===== src/rtl/nmr_bstrm_sram_loader.sv =====
// nmr_bstrm_sram_loader
// ---------------------------------------------------------------------------
// Writer side of the NMR bitstream command SRAM. Host words arrive over a
// valid/ready stream and are packed four at a time into one 128-bit command
// word. Each command word is written to consecutive SRAM addresses starting
// at LOAD_BASE, where the bitstream sequencer later reads it.
//
// Packing, in arrival order within a group of four host words:
//   w0 -> [31:0]   control (flags [15:0], loop count [31:16])
//   w1 -> [63:32]  post-pulse delay
//   w2 -> [95:64]  pulse width
//   w3 -> [127:96] initial delay
//
// Ports:
//   CLK, RST                  clock, synchronous active-high reset
//   LOAD_START                one-cycle pulse, begins a session when idle
//   LOAD_BASE, LOAD_NWORDS    first address / command word count, sampled on LOAD_START
//   DIN, DIN_VALID, DIN_READY host word stream
//   LOAD_BUSY, LOAD_DONE      session in progress / one-cycle end pulse
//   ERR_OVF                   sticky, requested range runs past the top of the RAM
//   ERR_VERIFY                sticky, readback mismatch (verify build only, else 0)
//   SRAM_*                    command RAM write port (plus read data for verify)
//
// Build option:
//   NMR_BSTRM_LOADER_VERIFY_EN  when defined, each written word is read back
//                               after SRAM_RD_LAT cycles and compared.
//
// The internal `state` register is the FSM state for bound checkers.
// ---------------------------------------------------------------------------
module nmr_bstrm_sram_loader #(
    parameter int SRAM_ADDR_WIDTH   = 8,
    parameter int SRAM_DAT_WIDTH    = 128,
    parameter int SRAM_BYTEEN_WIDTH = 16,
    parameter int DIN_WIDTH         = 32,
    parameter int SRAM_RD_LAT       = 2
) (
    input  logic                         CLK,
    input  logic                         RST,
    input  logic                         LOAD_START,
    input  logic [SRAM_ADDR_WIDTH-1:0]   LOAD_BASE,
    input  logic [SRAM_ADDR_WIDTH:0]     LOAD_NWORDS,
    input  logic [DIN_WIDTH-1:0]         DIN,
    input  logic                         DIN_VALID,
    output logic                         DIN_READY,
    output logic                         LOAD_BUSY,
    output logic                         LOAD_DONE,
    output logic                         ERR_OVF,
    output logic                         ERR_VERIFY,
    output logic [SRAM_ADDR_WIDTH-1:0]   SRAM_ADDR,
    output logic                         SRAM_CS,
    output logic                         SRAM_CLKEN,
    output logic                         SRAM_WR,
    output logic [SRAM_DAT_WIDTH-1:0]    SRAM_WR_DAT,
    input  logic [SRAM_DAT_WIDTH-1:0]    SRAM_RD_DAT,
    output logic [SRAM_BYTEEN_WIDTH-1:0] SRAM_BYTEEN
);

    typedef enum logic [2:0] {
        S_IDLE    = 3'd0,
        S_COLLECT = 3'd1,
        S_WRITE   = 3'd2,
        S_DONE    = 3'd3
`ifdef NMR_BSTRM_LOADER_VERIFY_EN
        ,
        S_VERIFY  = 3'd4,
        S_VWAIT   = 3'd5
`endif
    } state_t;

    // One past the highest RAM address; a session may end exactly here.
    localparam logic [SRAM_ADDR_WIDTH+1:0] ADDR_SPAN = {2'b01, {SRAM_ADDR_WIDTH{1'b0}}};

    state_t                     state;
    logic [SRAM_ADDR_WIDTH-1:0] cur_addr;
    logic [SRAM_ADDR_WIDTH:0]   nwords;
    logic [SRAM_ADDR_WIDTH:0]   written;
    logic [1:0]                 idx;
    logic [DIN_WIDTH-1:0]       slot [0:2];

    // Range check on the raw request: base + count may equal the span, never exceed it.
    logic [SRAM_ADDR_WIDTH+1:0] end_addr;
    logic                       start_ovf;
    assign end_addr  = {2'b00, LOAD_BASE} + {1'b0, LOAD_NWORDS};
    assign start_ovf = (end_addr > ADDR_SPAN);

`ifdef NMR_BSTRM_LOADER_VERIFY_EN
    localparam int VCW = (SRAM_RD_LAT > 1) ? $clog2(SRAM_RD_LAT) : 1;
    logic [VCW-1:0] vcnt;
`else
    localparam int unused_rd_lat = SRAM_RD_LAT;
    logic unused_rd;
    assign unused_rd  = ^SRAM_RD_DAT;
    assign ERR_VERIFY = 1'b0;
`endif

    // Handshake: a host word transfers on a rising edge where DIN_VALID and
    // DIN_READY are both 1. DIN_READY is a registered flag that is high
    // exactly while the FSM is in COLLECT; DIN is ignored at all other times.
    //
    // All outputs are registered on the edge that enters the state they
    // belong to. LOAD_DONE is raised on the edge that leaves the final
    // state of a session, so it is seen in the first IDLE cycle.
    always_ff @(posedge CLK) begin
        if (RST) begin
            state       <= S_IDLE;
            cur_addr    <= '0;
            nwords      <= '0;
            written     <= '0;
            idx         <= '0;
            slot[0]     <= '0;
            slot[1]     <= '0;
            slot[2]     <= '0;
            DIN_READY   <= 1'b0;
            LOAD_BUSY   <= 1'b0;
            LOAD_DONE   <= 1'b0;
            ERR_OVF     <= 1'b0;
            SRAM_ADDR   <= '0;
            SRAM_CS     <= 1'b0;
            SRAM_CLKEN  <= 1'b0;
            SRAM_WR     <= 1'b0;
            SRAM_WR_DAT <= '0;
            SRAM_BYTEEN <= '0;
`ifdef NMR_BSTRM_LOADER_VERIFY_EN
            ERR_VERIFY  <= 1'b0;
            vcnt        <= '0;
`endif
        end else begin
            LOAD_DONE <= 1'b0;
            case (state)
                S_IDLE: begin
                    if (LOAD_START) begin
                        cur_addr  <= LOAD_BASE;
                        nwords    <= LOAD_NWORDS;
                        written   <= '0;
                        idx       <= '0;
                        LOAD_BUSY <= 1'b1;
                        ERR_OVF   <= start_ovf;
`ifdef NMR_BSTRM_LOADER_VERIFY_EN
                        ERR_VERIFY <= 1'b0;
`endif
                        // An out-of-range request writes nothing at all.
                        if (start_ovf || (LOAD_NWORDS == '0)) begin
                            state <= S_DONE;
                        end else begin
                            state     <= S_COLLECT;
                            DIN_READY <= 1'b1;
                        end
                    end
                end

                S_COLLECT: begin
                    if (DIN_VALID) begin
                        if (idx == 2'd3) begin
                            // Fourth word goes straight onto the write bus.
                            state       <= S_WRITE;
                            DIN_READY   <= 1'b0;
                            SRAM_CS     <= 1'b1;
                            SRAM_CLKEN  <= 1'b1;
                            SRAM_WR     <= 1'b1;
                            SRAM_BYTEEN <= '1;
                            SRAM_ADDR   <= cur_addr;
                            SRAM_WR_DAT <= {DIN, slot[2], slot[1], slot[0]};
                        end else begin
                            slot[idx] <= DIN;
                            idx       <= idx + 2'd1;
                        end
                    end
                end

                S_WRITE: begin
                    SRAM_WR     <= 1'b0;
                    SRAM_BYTEEN <= '0;
                    cur_addr    <= cur_addr + 1'b1;
                    written     <= written + 1'b1;
                    idx         <= '0;
`ifdef NMR_BSTRM_LOADER_VERIFY_EN
                    // CS/CLKEN stay high: next cycle is the readback strobe
                    // at the same SRAM_ADDR.
                    state <= S_VERIFY;
`else
                    SRAM_CS    <= 1'b0;
                    SRAM_CLKEN <= 1'b0;
                    if ((written + 1'b1) == nwords) begin
                        state     <= S_IDLE;
                        LOAD_BUSY <= 1'b0;
                        LOAD_DONE <= 1'b1;
                    end else begin
                        state     <= S_COLLECT;
                        DIN_READY <= 1'b1;
                    end
`endif
                end

`ifdef NMR_BSTRM_LOADER_VERIFY_EN
                S_VERIFY: begin
                    SRAM_CS    <= 1'b0;
                    SRAM_CLKEN <= 1'b0;
                    vcnt       <= '0;
                    state      <= S_VWAIT;
                end

                // Read data is valid SRAM_RD_LAT cycles after the strobe cycle.
                S_VWAIT: begin
                    if (vcnt == VCW'(SRAM_RD_LAT - 1)) begin
                        if (SRAM_RD_DAT != SRAM_WR_DAT) begin
                            ERR_VERIFY <= 1'b1;
                        end
                        if (written == nwords) begin
                            state     <= S_IDLE;
                            LOAD_BUSY <= 1'b0;
                            LOAD_DONE <= 1'b1;
                        end else begin
                            state     <= S_COLLECT;
                            DIN_READY <= 1'b1;
                        end
                    end else begin
                        vcnt <= vcnt + 1'b1;
                    end
                end
`endif

                S_DONE: begin
                    state     <= S_IDLE;
                    LOAD_BUSY <= 1'b0;
                    LOAD_DONE <= 1'b1;
                end

                default: begin
                    state <= S_IDLE;
                end
            endcase
        end
    end

endmodule


===== config.mk =====
export PLATFORM = sky130hd
export DESIGN_NAME = nmr_bstrm_sram_loader
export DESIGN_NICKNAME = d
export VERILOG_FILES = /design/src/rtl/nmr_bstrm_sram_loader.sv
export SDC_FILE = /design/constraint.sdc
export NUM_CORES = 1
export LEC_CHECK = 0
export ABC_AREA = 1
export CORE_MARGIN = 3
export CORE_UTILIZATION = 46
export CTS_CLUSTER_DIAMETER = 30
export DETAILED_ROUTE_END_ITERATION = 16
export GPL_TIMING_DRIVEN = 1
export HOLD_SLACK_MARGIN = 0.06
export PLACE_DENSITY = 0.83
export SYNTH_ARGS = -nofsm -noshare
export SYNTH_HDL_FRONTEND = slang
export SYNTH_SLANG_ARGS = --single-unit

===== constraint.sdc =====
create_clock -name CLK -period 3.08 [get_ports CLK]
set_input_delay 0.77 -clock CLK [delete_from_list [all_inputs] [get_ports CLK]]
set_output_delay 0.77 -clock CLK [all_outputs]
set_load 0.01 [all_outputs]

==> out/metrics.cfg, run 1 <==
[outcome]
outcome = finished clean

[die]
die_y_um = 158
ios = 341
placementRows = 54
dieArea_um2 = 25000
die_w_um = 158
initial_core_util_pct = 47.8
core_region_area_um2 = 22200

[cts]
clock_latency_ns = 0.53
htreeDepth = 2
ctsLongestPathBuffers = 3
postCtsHoldBufs = 0
cts.sinks = 267
path_clk_slew_ns = 0.04
ctsResizeCount = 0
cts_tree = yes
root_buffer = clkbuf_16
cts_setup_buffers = 0
cts_buffers = 47

[sta]
skew_ns = 0.0178
layout_min_cycle_time_ns = 2.61
slew_violations = 0
finalHoldViolations = 0
tns_ns = 0
maxSlewHeadroom_pct = 48.8
holdWs_ns = 0.473
fmax_mhz = 384
rsz0062_at_grt = false
tightest_slew_ns = 0.765
setup_violations = 0
post-route-period-util_pct = 84.6
setup_slack_ns = 0.473

[worst_setup_path]
critPathKind = reg2out
worstPathArrival_ns = 1.84
cp.required_ns = 2.31
crit_buf_inv = 1
r2r_cells = 8
worst-path-stages = 1
cpPeakStageDelay_ns = 0.66
path_delay_family = flip-flops
start_kind = flip-flop
cp_slowest_cell = dfxtp_1
r2r_start = idx[0]
crit_path_max_fanout = 20
crit_path_cell_trace = clkdlybuf4s50_1
regToRegSetupSlack_ns = 0.98
crit_start = SRAM_BYTEEN[14]
crit_path_end_kind = output port

[synth]
ys_top_cells_by_count = nor2_1 (326), dfxtp_1 (171), o21ai_0 (146)
synthTopCellsByArea = dfxtp_1 (32%), edfxtp_1 (27%), nor2_1 (12%)
synth_most_common_cell = nor2_1
ys_ff_latch = 267
synth_top_area_share_pct = 32.2
async_flop_share_pct = 0
ys_seq_area_share_pct = 59.3
yosys.area.top_type = dfxtp_1
syn_area_um2 = 10600
netlist_instances = 1162
ys_types = 46
syn-num-nets = 1358
ys_warn_count = 0
avgSynthCellArea_um2 = 9.15
synth_flop_cell = dfxtp_1
synth_edf_count = 96

[min_path]
hold_path.class = reg2reg
min_from = LOAD_BUSY
holdPathStages = 2

[detailed_routing]
vias = 8600
drtIter0Drc = 681
viasPerCell = 5.12
drt_first_pass_iters = 5
drc = 0
wl_um = 27600
ant_nets = 0
wl_per_cell_um = 16.4

[pwr]
swShare_pct = 23.8
p_int_mw = 7.34
irDropWorstVdd_mv = 0.403
seq_power_share_pct = 39.9
comb_power_share_pct = 6.5
p_per_area_nw_per_um2 = 672
p_switching_mw = 2.29
power_frac_clock_pct = 53.6
cellLeakagePower_nw = 5.59

[global_route]
grt_pass1_vias = 8313
grt_pass1_wl_um = 42900
grt_max_degree = 126
grt_use_total_pct = 21.7
antenna_found_initial = 0
grt_overflow = 0

[flow_run]
max_cap_violations = 0

[final_layout]
area_delta_synth_final_pct = 34.9
layout-drive-gt1-share_pct = 9.29
final_cell_area_um2 = 14300
final_nets = 1556
diodes = 0

[place]
placed_area_um2 = 12700
numPortBuffers = 211
gp_congestion = 0.897
dp_slack_ns = 0.0265
dpl.hpwl_um = 18100

## area by class of cell
class                   count  area (um^2)
fillers                  1661         7900
flip-flops and latches    267         6310
multi-input cells         731         3430
repair buffers            231         2320
clock buffers              53         1220
clock inverters            35          392
well taps                 280          350
inverters                  82          313
## cells in the final DEF (no fill, tap or decap), types with 14 or more instances in the layout
master           count
buf_4               15
inv_1               78
ha_1                14
o21ai_0            146
nand2_1             91
nor2_1             326
edfxtp_1            96
a21oi_1             62
dfxtp_1            171
nand3_1             27
clkbuf_16           48
clkdlybuf4s50_1    211
## final timing paths
path                                         end
worst max-delay path             SRAM_BYTEEN[14]
worst min-delay path                   LOAD_BUSY
worst max register to register  SRAM_WR_DAT[110]
worst min register to register         LOAD_BUSY
## layer usage
layer  global-route usage (%)  up-vias  share of wire (%)
met1                     28.1     3954                 42
met2                     34.9      392                 47
li1                         -     4194                  -
met4                     8.56        0                2.8
met5                        0        -                  0
met3                     5.69       60                9.0
## flip-flops by register name, indices dropped and copies added, names as in the netlist
register,flops
written,9
cur_addr,8
LOAD_BUSY,1
LOAD_DONE,1
ERR_OVF,1
slot,96
state,2
DIN_READY,1
SRAM_ADDR,8
nwords,9
idx,2
SRAM_BYTEEN,1
SRAM_WR_DAT,128
## per-stage QoR
stage                     utilization (%)  instances  power, mW
after floorplan                         -       1162       4.29
after global placement               57.2       1591       4.51
after detailed placement             57.2       1591       4.53
after CTS                            64.5       1679       9.68
after global routing                 64.5       1679       9.94
final                                64.5       1679       9.63
## worst register-to-register path, stage by stage (launching register included)
cell     delay (ns)
dfxtp_1        0.40
ha_1           0.22
inv_1          0.08
nor2_4         0.13
nand2_4        0.22
inv_4          0.15
buf_12         0.43
o21ai_0        0.23
a21oi_1        0.16
## kinds of logic after synthesis
| family | after synthesis | synth area share, % |
|---|---|---|
| and+or+nand+nor | 473 | 17.8 |
| AOI/OAI and AO/OA | 235 | 11.8 |
| other | 1 | 0.0353 |
| DFF | 267 | 59.3 |
| buffers and inverters | 164 | 8.41 |
| xor gates and xnor gates | 7 | 0.718 |
| adders and majority gates | 15 | 1.84 |
## power by group through the flow
stage	sequential [mW]	combinational (mW)	clock [mW]
after global routing	3.85	0.708	5.38
after floorplan	3.89	0.392	0
after CTS	3.84	0.631	5.22
final	3.84	0.629	5.16
after global placement	3.90	0.611	0
after detailed placement	3.91	0.625	0
Note: power is estimated with default switching activity, not from simulation.
==> inputs of run 2 (changes only) <==
--- a/config.mk
+++ b/config.mk
@@ -7,12 +7,12 @@
 export LEC_CHECK = 0
 export ABC_AREA = 1
 export CORE_MARGIN = 3
-export CORE_UTILIZATION = 46
+export CORE_UTILIZATION = 42
 export CTS_CLUSTER_DIAMETER = 30
 export DETAILED_ROUTE_END_ITERATION = 16
 export GPL_TIMING_DRIVEN = 1
 export HOLD_SLACK_MARGIN = 0.06
-export PLACE_DENSITY = 0.83
+export PLACE_DENSITY = 0.8
 export SYNTH_ARGS = -nofsm -noshare
 export SYNTH_HDL_FRONTEND = slang
 export SYNTH_SLANG_ARGS = --single-unit
==> constraint.sdc (replaced) <==
create_clock -name CLK -period 2.2 [get_ports CLK]
set_input_delay 0.55 -clock CLK [delete_from_list [all_inputs] [get_ports CLK]]
set_output_delay 0.55 -clock CLK [all_outputs]
set_load 0.01 [all_outputs]
==> run 2 against run 1 <==
  * Combinational power rose by 49%
  * Cell count rose by 4.4%
  * Via count fell by 0.69%
  * Critical path depth did not move
  * Non-clock buffer count rose by 24
  * Clock-buffer cell count rose by 15
  * Setup slack got worse by 0.38 ns
  * Hold slack got worse by 0.032 ns
  * First-iteration DRC count fell by 7.0%
  * Sequential cell count did not move
  * Clock power rose by 52%
  * Global-route usage fell by 1.6 points
  * Critical path type unchanged
  * Largest power group unchanged
==> out/metrics.cfg, run 2 (same netlist as run 1, synthesis figures left out) <==
[worst_setup_path]
critPathKind = reg2out
cp.required_ns = 1.65
crit_buf_inv = 1
crit_path_end_kind = output port
cp_slowest_cell = clkdlybuf4s50_1
start_kind = flip-flop
worstPathArrival_ns = 1.55
crit_path_cell_trace = clkdlybuf4s50_1
path_delay_family = buffers and inverters
crit_path_max_fanout = 20
cpPeakStageDelay_ns = 0.58

[outcome]
outcome = finished clean

[sta]
setup_violations = 0
skew_ns = 0.0185
layout_min_cycle_time_ns = 2.10
holdWs_ns = 0.441
fmax_mhz = 476
post-route-period-util_pct = 95.6
finalHoldViolations = 0
slew_violations = 0

[final_layout]
largest_register = SRAM_WR_DAT
fillCellCount = 1910
final_cell_mix = nor2_1 (326), clkdlybuf4s50_1 (207), dfxtp_1 (170)
final_common_cell = nor2_1
layout-drive-gt1-share_pct = 11.4
diodes = 0
reg_top3 = SRAM_WR_DAT x128, slot x96
largest_reg_flops = 128
area_delta_synth_final_pct = 39.5
final_core_util_pct = 60.2
stdcell_count = 1753
final_cell_area_um2 = 14800
final_nets = 1583

[die]
ios = 341
core_region_area_um2 = 24600
initial_core_util_pct = 43.2
die_y_um = 165
placementRows = 57
die_w_um = 165
dieArea_um2 = 27200

[detailed_routing]
ant_nets = 0
wl_per_cell_um = 15.8
drt_first_pass_iters = 5
wl_um = 27700
drc = 0
drtIter0Drc = 633
vias = 8541
viasPerCell = 4.87

[cts]
cts_buffers = 50
postCtsHoldBufs = 0
cts_tree = yes
root_buffer = clkbuf_16
htreeDepth = 2
cts.sinks = 267
ctsLongestPathBuffers = 3
path_clk_slew_ns = 0.05
clock_latency_ns = 0.55

[global_route]
grt_use_total_pct = 20.1
grt_pass1_wl_um = 43400
antenna_found_initial = 0
grt_overflow = 0
grt_pass1_vias = 8288
grt_max_degree = 68

[pwr]
total_power_mw = 14.2
p_per_area_nw_per_um2 = 956
irDropWorstVdd_mv = 0.566
cellLeakagePower_nw = 5.85

[flow_run]
max_cap_violations = 0

[place]
gp_congestion = 0.864
numPortBuffers = 211
place_inst = 1659
placed_area_um2 = 13000
dpl.hpwl_um = 18600

[min_path]
hold_path.class = in2reg

-- run 2: path summary, 6_finish.rpt --
path                   startpoint   endpoint  cells past startpoint  slack [ns]
hold / removal     LOAD_NWORDS[1]  nwords[1]                      4        0.44
setup reg to reg       written[1]  LOAD_BUSY                     12        0.37
setup / recovery  SRAM_BYTEEN[14]    SRAM_WR                      1         0.1
hold reg to reg         DIN_READY  DIN_READY                      2        0.46
-- run 2: power by group --
group	total, mW	switching, mW	internal, mW
registers	5.37	0.0782	5.29
logic	0.936	0.560	0.376
clock network	7.86	2.54	5.33
total	14.2	3.18	11.0
-- run 2: through the flow --
| step | setup slack (ns) | setup TNS, ns |
|---|---|---|
| 6_report | 0.0978 | 0 |
| 5_1_grt | -0.00379 | -0.00379 |
| 4_1_cts | 0.0341 | 0 |
| 3_5_place_dp | -0.592 | -1.60 |
| 3_3_place_gp | -0.554 | -1.51 |
| 2_1_floorplan | -0.106 | -10.15 |
-- run 2: cell type report --
cell class | count | area, um^2 | share of cell area [%]
sequential | 267 | 6310 | 42.6
multi-input combinational | 731 | 3440 | 23.2
timing repair buffer | 255 | 2560 | 17.3
clock buffer | 68 | 1440 | 9.73
tap | 324 | 405 | 2.74
clock inverter | 26 | 348 | 2.35
inverter | 82 | 313 | 2.11
-- run 2: what timing repair did --
action | CTS | global route
setup endpoints to repair | 20 | 3
setup buffers | 0 | 0
gates cloned | 0 | 0
gates resized for setup | 4 | 8
pin swaps | 0 | 3
-- run 2: per-layer routing --
layer | global-route usage (%) | routed length, um
met3 | 5.66 | 2220
met5 | 0 | 0
met4 | 6.94 | 818
met2 | 33.8 | 13400
met1 | 24.9 | 11300
